## config.mk

```make
export PLATFORM = sky130hd
export DESIGN_NAME = fgp_tx_sched
export DESIGN_NICKNAME = d
export VERILOG_FILES = /design/src/rtl/fgp_tx_sched_pkg.sv /design/src/rtl/fgp_dirty_scan.sv /design/src/rtl/fgp_tx_sched.sv
export SDC_FILE = /design/constraint.sdc
export NUM_CORES = 1
export LEC_CHECK = 0
export ABC_AREA = 1
export CORE_MARGIN = 8
export CORE_UTILIZATION = 56
export CTS_CLUSTER_DIAMETER = 40
export DETAILED_ROUTE_END_ITERATION = 12
export DONT_BUFFER_PORTS = 1
export GPL_ROUTABILITY_DRIVEN = 0
export PLACE_DENSITY = 0.82
export SLEW_MARGIN = 40
export SYNTH_ARGS = -nofsm -noshare
export SYNTH_HDL_FRONTEND = slang
export SYNTH_HIERARCHICAL = 1
export SYNTH_SLANG_ARGS = --single-unit
```

## constraint.sdc

```tcl
create_clock -name clk -period 1.44 [get_ports clk]
set_clock_uncertainty 0.05 [all_clocks]
set_input_delay 0.288 -clock clk [delete_from_list [all_inputs] [get_ports clk]]
set_output_delay 0.288 -clock clk [all_outputs]
set_load 0.05 [all_outputs]
```

## src/rtl/fgp_tx_sched_pkg.sv

```systemverilog
// Shared FGP framing constants, scheduler state type and a constant width helper.
package fgp_tx_sched_pkg;

    localparam int unsigned FGP_DATA_LEN_COLORS = 512;
    localparam int unsigned FGP_OFFSET_LEN      = 1;
    localparam int unsigned FGP_PADDING_LEN     = 127;
    localparam int unsigned FGP_DATA_LEN        = 768;

    typedef enum logic [2:0] {
        S_IDLE,
        S_SELECT,
        S_START,
        S_WAIT,
        S_GAP
    } sched_state_t;

    // Bits needed to encode values 0..value-1, never less than 1.
    function automatic int unsigned clog2(input int unsigned value);
        int unsigned width = 0;
        int unsigned span  = 1;
        while (span < value) begin
            span = span * 2;
            width++;
        end
        return (width == 0) ? 1 : width;
    endfunction

endpackage

```

## src/rtl/fgp_dirty_scan.sv

```systemverilog
// Per-chunk dirty bitmap with a lookup at the scan pointer; used only when
// FGP_SCHED_DIRTY_EN is defined.
module fgp_dirty_scan
    import fgp_tx_sched_pkg::*;
#(
    parameter int unsigned NUM_CHUNKS = 150
) (
    input  logic       clk,
    input  logic       rst,
    input  logic       set_all,
    input  logic       mark_req,
    input  logic [7:0] mark_idx,
    input  logic       clr_req,
    input  logic       redirty_req,
    input  logic [7:0] ptr,
    output logic       ptr_dirty,
    output logic       any_dirty
);

    logic [NUM_CHUNKS-1:0] dirty;

    // Any set source beats the START clear, so a same-cycle mark keeps the chunk dirty.
    always_ff @(posedge clk) begin
        if (rst) begin
            dirty <= '0;
        end else begin
            for (int unsigned i = 0; i < NUM_CHUNKS; i++) begin
                if (set_all || (mark_req && mark_idx == 8'(i)) ||
                    (redirty_req && ptr == 8'(i)))
                    dirty[i] <= 1'b1;
                else if (clr_req && ptr == 8'(i))
                    dirty[i] <= 1'b0;
            end
        end
    end

    always_comb begin
        ptr_dirty = 1'b0;
        for (int unsigned i = 0; i < NUM_CHUNKS; i++) begin
            if (ptr == 8'(i))
                ptr_dirty = dirty[i];
        end
    end

    assign any_dirty = |dirty;

endmodule

```

## src/rtl/fgp_tx_sched.sv

```systemverilog
// FGP transmit packet scheduler: walks framebuffer chunks, paces packets and gaps.
// Define FGP_SCHED_DIRTY_EN to send only chunks marked dirty instead of full sweeps.
module fgp_tx_sched
    import fgp_tx_sched_pkg::*;
#(
    parameter int unsigned NUM_CHUNKS     = 150,
    parameter int unsigned GAP_CYCLES     = 64,
    parameter int unsigned TIMEOUT_CYCLES = 4096
) (
    input  logic        clk,
    input  logic        rst,
    input  logic        enable,
    input  logic        frame_trigger,
    input  logic        mark_req,
    input  logic [7:0]  mark_idx,
    input  logic        tx_done,
    output logic        pkt_start,
    output logic [7:0]  pkt_offset,
    output logic [16:0] pkt_base,
    output logic        busy,
    output logic        sweep_done,
    output logic        timeout_err
);

    localparam int unsigned CNT_MAX0   = (TIMEOUT_CYCLES > GAP_CYCLES) ? TIMEOUT_CYCLES : GAP_CYCLES;
    localparam int unsigned CNT_MAX    = (CNT_MAX0 > NUM_CHUNKS) ? CNT_MAX0 : NUM_CHUNKS;
    localparam int unsigned CNT_W      = clog2(CNT_MAX + 1);
    localparam int unsigned BASE_SHIFT = clog2(FGP_DATA_LEN_COLORS);

    localparam logic [7:0]       LAST_PTR = 8'(NUM_CHUNKS - 1);
    localparam logic [CNT_W-1:0] TO_LAST  = CNT_W'(TIMEOUT_CYCLES - 1);
    localparam logic [CNT_W-1:0] GAP_LAST = CNT_W'((GAP_CYCLES == 0) ? 0 : GAP_CYCLES - 1);
    localparam logic [CNT_W-1:0] CHK_LAST = CNT_W'(NUM_CHUNKS - 1);

    sched_state_t     state;
    logic [7:0]       ptr;
    logic [7:0]       ptr_next;
    logic [CNT_W-1:0] cnt;
    logic             work_pending;

    assign ptr_next = (ptr == LAST_PTR) ? '0 : ptr + 8'd1;
    assign busy     = (state != S_IDLE);
    assign pkt_base = {pkt_offset, {BASE_SHIFT{1'b0}}};

`ifdef FGP_SCHED_DIRTY_EN
    logic ptr_dirty;
    logic any_dirty;
    logic clr_req;
    logic redirty_req;
    logic mark_valid;

    assign clr_req      = (state == S_START);
    assign redirty_req  = (state == S_WAIT) && !tx_done && (cnt == TO_LAST);
    assign mark_valid   = mark_req && ({1'b0, mark_idx} < 9'(NUM_CHUNKS));
    assign work_pending = any_dirty;

    fgp_dirty_scan #(
        .NUM_CHUNKS(NUM_CHUNKS)
    ) u_dirty_scan (
        .clk        (clk),
        .rst        (rst),
        .set_all    (frame_trigger),
        .mark_req   (mark_req),
        .mark_idx   (mark_idx),
        .clr_req    (clr_req),
        .redirty_req(redirty_req),
        .ptr        (ptr),
        .ptr_dirty  (ptr_dirty),
        .any_dirty  (any_dirty)
    );
`else
    logic sweep_active;
    logic trig_latched;
    logic unused_mark;

    assign unused_mark  = ^{mark_req, mark_idx};
    assign work_pending = sweep_active | trig_latched;
`endif

    always_ff @(posedge clk) begin
        if (rst) begin
            state       <= S_IDLE;
            ptr         <= '0;
            cnt         <= '0;
            pkt_start   <= 1'b0;
            pkt_offset  <= '0;
            sweep_done  <= 1'b0;
            timeout_err <= 1'b0;
`ifndef FGP_SCHED_DIRTY_EN
            sweep_active <= 1'b0;
            trig_latched <= 1'b0;
`endif
        end else begin
            pkt_start   <= 1'b0;
            sweep_done  <= 1'b0;
            timeout_err <= 1'b0;
`ifndef FGP_SCHED_DIRTY_EN
            if (frame_trigger) begin
                if (!sweep_active) begin
                    sweep_active <= 1'b1;
                    ptr          <= '0;
                end else begin
                    trig_latched <= 1'b1;
                end
            end
`endif
            case (state)
                S_IDLE: begin
                    cnt <= '0;
`ifdef FGP_SCHED_DIRTY_EN
                    if (enable && work_pending)
                        state <= S_SELECT;
`else
                    if (enable && (work_pending || frame_trigger))
                        state <= S_SELECT;
`endif
                end
                S_SELECT: begin
`ifdef FGP_SCHED_DIRTY_EN
                    if (ptr_dirty) begin
                        state      <= S_START;
                        pkt_start  <= 1'b1;
                        pkt_offset <= ptr;
                        cnt        <= '0;
                    end else begin
                        ptr <= ptr_next;
                        if (cnt == CHK_LAST)
                            state <= S_IDLE;
                        else
                            cnt <= cnt + CNT_W'(1);
                    end
`else
                    state      <= S_START;
                    pkt_start  <= 1'b1;
                    pkt_offset <= ptr;
`endif
                end
                S_START: begin
                    state <= S_WAIT;
                    cnt   <= '0;
                end
                S_WAIT: begin
                    if (tx_done) begin
                        state <= S_GAP;
                        cnt   <= '0;
                        ptr   <= ptr_next;
`ifdef FGP_SCHED_DIRTY_EN
                        sweep_done <= !any_dirty && !mark_valid && !frame_trigger;
`else
                        // Finishing the last chunk consumes any latched trigger as the next sweep.
                        if (ptr == LAST_PTR) begin
                            sweep_done   <= 1'b1;
                            sweep_active <= trig_latched | frame_trigger;
                            trig_latched <= 1'b0;
                        end
`endif
                    end else if (cnt == TO_LAST) begin
                        timeout_err <= 1'b1;
                        state       <= S_GAP;
                        cnt         <= '0;
                    end else begin
                        cnt <= cnt + CNT_W'(1);
                    end
                end
                S_GAP: begin
                    if (cnt == GAP_LAST) begin
                        cnt   <= '0;
                        state <= (enable && work_pending) ? S_SELECT : S_IDLE;
                    end else begin
                        cnt <= cnt + CNT_W'(1);
                    end
                end
                default: state <= S_IDLE;
            endcase
        end
    end

endmodule

```

* After elaboration in Yosys (flattened, before gate mapping)
Cells that the tools add are included.
Operators by class: add/subtract/negate cells 2, equality and inequality tests 10, multiplexer cells 27, bitwise gates (word level) 4, reduce and logical (&&, ||, !) cells 10
Operator list (count):
- 8-bit 2-to-1 mux | 5
- 13-bit 2-to-1 mux | 3
- 13-bit case mux with 3 select lines | 1
- 3-bit case mux with 5 select lines | 1
- 13-bit by 1-bit adder with 13-bit output (second input constant) | 1
- 13-bit by 12-bit == test with 1-bit output (second input constant) | 1
- 13-bit by 6-bit == test with 1-bit output (second input constant) | 1
- 1-bit 2-to-1 mux | 13
- 3-bit 2-to-1 mux | 4
- 8-bit by 1-bit adder with 8-bit output (second input constant) | 1
- 8-bit == test (second input constant) | 1
- 3-bit by 2-bit == test with 1-bit output (second input constant) | 2
- 3-bit nonzero test | 2
- 3-bit OR reduction | 2
- 2-bit != test (second input constant) | 2
- 3-bit by 1-bit == test with 1-bit output (second input constant) | 1
- 3-bit == test (second input constant) | 1
- 3-bit logical NOT | 1
- 3-bit != test (second input constant) | 1
- 3-bit AND reduction | 1
- 1-bit logical AND | 2
- 1-bit NOT | 2
- 1-bit OR | 2
- 2-bit OR reduction | 1
- 1-bit logical OR | 1
Storage, ports and cells: flip-flop bits (word level) 37, input bits 14, output and inout bits 29, word-level logic and storage cells 62

* Longest topological paths before layout
depth in word-level cells 5, depth in mapped cells 10, depth with buffers taken out 10

* Worst setup path before layout
OpenSTA, ideal clock, no wires.
path kind register -> register, start register cnt[0], end register cnt[5], library setup time 0.110 ns, arrival 1.232 ns, required time 1.280 ns, slack 0.048 ns, stages on the path, launching flop included 9, path buffers 0, clock period less this slack 1.392 ns, cells stage by stage dfxtp_1 -> ha_1 -> nand2_1 -> nor2_2 -> nand4_2 -> nand2_2 -> nand3_4 -> nand3_1 -> inv_1
On the way: longest elaborated chain between the ends 4, elaborated cells on any way between the ends 7, classes of those cells add/sub: 1; eq/ne: 2; mux: 4
Ends and longest elaborated chain:
- start, declared | RTL line fgp_tx_sched.sv:38 | logic [CNT_W-1:0] cnt;
- start signal, assigned | RTL line fgp_tx_sched.sv:162 | cnt <= cnt + CNT_W'(1);
- start signal, assigned | RTL line fgp_tx_sched.sv:170 | cnt <= cnt + CNT_W'(1);
- 13-bit by 1-bit adder with 13-bit output / 13-bit by 12-bit == test with 1-bit output (equally long branches) | RTL line fgp_tx_sched.sv:162, fgp_tx_sched.sv:170, fgp_tx_sched.sv:157
- 13-bit 2-to-1 mux | RTL line fgp_tx_sched.sv:157 | end else if (cnt == TO_LAST) begin
- 13-bit 2-to-1 mux | RTL line fgp_tx_sched.sv:143 | if (tx_done) begin
- 13-bit case mux with 3 select lines (*) | RTL line fgp_tx_sched.sv:107 | case (state)
Every way passes the cells marked *; elsewhere a longest branch is shown, timed or not. A chain may end at the register's enable or synchronous reset.

* Worst setup path after layout
start register cnt[0], end register state[2]
On the way: longest elaborated chain between the ends 3, elaborated cells on any way between the ends 5, classes of those cells eq/ne: 4; reduce/logical: 1
Ends and longest elaborated chain:
- 13-bit by 12-bit == test with 1-bit output / 13-bit by 6-bit == test with 1-bit output (equally long branches) | RTL line fgp_tx_sched.sv:157, fgp_tx_sched.sv:166
- 3-bit != test (no line) / 2-bit != test (equally long branches)
- 3-bit AND reduction (no line) (*)
- end signal, assigned | RTL line fgp_tx_sched.sv:168 | state <= (enable && work_pending) ? S_SELECT : S_IDLE;
- end, declared | RTL line fgp_tx_sched.sv:35 | sched_state_t state;
Marks and branches as above.

==> impl_metrics.json <==
{
  "wirelength_mm": 5.24,
  "htreeDepth": 2,
  "period_share_pct": 101,
  "cts.clk_slew.worst_paths_ns": 0.08,
  "vias": 2036,
  "drt_iter0_markers": 174,
  "synth_top_area_share_pct": 35.7,
  "arrival_ns": 1.59,
  "cts_tree": "yes",
  "synth_area_mm2": 0.00208,
  "area_delta_synth_final_pct": 24.1,
  "ys_types": 33,
  "dpl-instance-area_mm2": 0.00221,
  "r2r_cells": 8,
  "vias_per_cell": 5.37,
  "timing.rr.end": "state[2]$_SDFFE_PP0P_",
  "cts.sinks": 37,
  "drive_gt1_share_pct": 29.3,
  "r2r_slack_ns": -0.02,
  "hp-class": "input port to flip-flop",
  "grt_pass1_vias": 1763,
  "yosysTopAreaCell": "dfxtp_1",
  "synth_warnings": 6,
  "timing.final.ws_setup_ns": -0.0195,
  "grt_antenna_before_repair": 0,
  "syn_inst": 300,
  "syn_area_per_cell_um2": 6.92,
  "antennaDiodeCount": 0,
  "grtUsageTotal_pct": 15.4,
  "clockBufferDepth": 2,
  "outcome": "complete, but fails checks",
  "grt_overflow_total": 0,
  "num_rows": 22,
  "path_class": "flip-flop to flip-flop",
  "crit_start": "cnt[0]$_SDFFE_PP0P_",
  "wire_per_inst_um": 13.8,
  "cp-end-kind": "flip-flop",
  "grt_pass1_wl_mm": 7.69,
  "ys_seq_elements": 37,
  "hold_violations": 0,
  "cts_root_buffer": "clkbuf_8",
  "first_pass_iters": 5,
  "post-route-drc-count": 0,
  "mostFrequentLayoutCell": "nand2_1",
  "port_buffers": 0,
  "yosys-top-cells-area": "dfxtp_1 (36%), nand2_1 (9.9%), inv_1 (8.0%)",
  "period_needed_ns": 1.46,
  "rsz0062_at_grt": "yes",
  "die_h_um": 76.9,
  "numCtsBuffers": 5,
  "fmax_mhz": 685,
  "pin_count": 43,
  "cap_viol_max_count": 0,
  "leakage_nw": 1.15,
  "final-max-slew-violation-count": 0,
  "dieArea_mm2": 0.00591,
  "die_x_um": 76.9,
  "final_nets": 348,
  "finalPower_mw": 3.00,
  "critPathRequiredTime_ns": 1.57,
  "p_per_area_mw_per_mm2": 1170,
  "crit_path_start_kind": "flip-flop",
  "final_area_mm2": 0.00258,
  "synth-seq-area-share_pct": 35.7,
  "antenna_left": 0,
  "grt_max_degree": 20,
  "finalSetupViolCount": 4,
  "crit_path_max_fanout": 6,
  "mostFrequentLayoutCells": "nand2_1 (50), inv_1 (40), buf_4 (32)",
  "critPathCapture": "state[2]$_SDFFE_PP0P_",
  "worstSkewPairLatency_ns": 0.29,
  "initial_utilization_pct": 57.6,
  "violations": "setup timing",
  "ir_drop_uv": 816,
  "hold_start": "rst",
  "r2r-start": "cnt[0]$_SDFFE_PP0P_",
  "dp_hpwl_mm": 3.07,
  "core_area_mm2": 0.00361
}
[cell families (layout without fill, tap and decap cells)]
logic type	Yosys count	after routing	share of synthesized area (%)
AO/OA/AOI/OAI	48	48	11.7
XOR/XNOR	2	2	0.844
adder cells (fa/ha/maj)	3	3	1.81
buffers and inverters	71	93	16.6
flip-flops	37	37	35.7
other	1	9	0.181
AND/OR/NAND/NOR	138	139	33.1
[sequential cells by signal, indices dropped and copies added (netlist names)]
signal	flops
state	3
sweep_done	1
pkt_start	1
timeout_err	1
cnt	13
sweep_active	1
pkt_offset	8
ptr	8
trig_latched	1
[report_power, final]
group | total (mW) | internal (mW) | switching (mW) | leakage (nW)
clock | 0.862 | 0.503 | 0.359 | 0.0540
combinational | 1.01 | 0.274 | 0.732 | 0.793
sequential | 1.14 | 1.09 | 0.0475 | 0.306
total | 3.00 | 1.87 | 1.14 | 1.15
[critical path: stages (launching register included)]
cell and delay [ns]:
dfxtp_2 0.36, ha_4 0.16, nand3_2 0.12, nor2_4 0.15
nand2_1 0.10, nand2_4 0.14, inv_1 0.06, a31oi_1 0.15
nor2_1 0.06
[cell usage after synthesis]
cell type   n
buf_4      18
nor3_1      6
buf_6       1
nor2_2      5
xnor2_1     1
nor4_1      1
inv_4       1
nand2_2     3
nor3_2      2
nand3_4     1
nand3b_1    2
o21a_1      1
conb_1      1
nor2_8      1
clkbuf_1    2
nand3_1    21
inv_2       4
nand4_2     1
inv_1      44
buf_2       1
a31oi_1     1
nand2_1    55
nor2_1     30
a21oi_1    24
nor3_4      1
xor2_1      1
ha_1        3
nor2_4      2
o21ai_0    19
dfxtp_1    37
nand4_1     5
nand2_4     2
o21ai_1     3
[routing by layer]
metal | GRT usage [%] | routed length (um) | up-vias
met5 | 0 | 0 | -
met4 | 5.58 | 89 | 0
met3 | 5.48 | 426 | 10
met2 | 24.3 | 2480 | 90
met1 | 18.7 | 2250 | 945
li1 | - | - | 991
[through the flow]
step	utilization, %	setup WS, ns	setup TNS (ns)	hold WS, ns	std cells
detailed placement	61.2	0.00895	0	0.312	359
finish	71.5	-0.0195	-0.0358	0.00694	379
global route	71.5	-0.0803	-0.819	0.000972	379
CTS	65.9	0.00150	0	0.000695	370
floorplan	-	0.0480	0	0.316	308
global placement	61.2	0.0148	0	0.310	359
[worst min path at each step]
stage                             endpoint  slack [ns]  cells past startpoint
global route             ptr[7]$_SDFF_PP0_       0.001                      1
finish                   ptr[7]$_SDFF_PP0_       0.007                      1
floorplan           timeout_err$_SDFF_PP0_        0.32                      1
detailed placement       ptr[5]$_SDFF_PP0_        0.31                      1
CTS                      ptr[6]$_SDFF_PP0_      0.0007                      1
global placement         ptr[6]$_SDFF_PP0_        0.31                      1
[repair_timing]
| action | CTS | global route |
|---|---|---|
| resized for setup | 11 | 40 |
| endpoints found under the setup margin | 3 | 21 |
| gates cloned | 0 | 1 |
| pin swaps | 4 | 18 |
| hold endpoints to repair | 3 | 4 |
| setup buffers | 3 | 7 |
| hold buffers | 1 | 1 |
[layout make-up]
| cell class | instances | area [um^2] |
|---|---|---|
| clock buffers | 5 | 68.8 |
| clock inverters | 2 | 35.0 |
| fillers | 258 | 1030 |
| inverters | 49 | 189 |
| multi-input cells | 201 | 1160 |
| flip-flops and latches | 37 | 757 |
| well taps | 48 | 60.1 |
| repair buffers | 37 | 303 |
No activity file was read; power rests on OpenSTA's default activity.
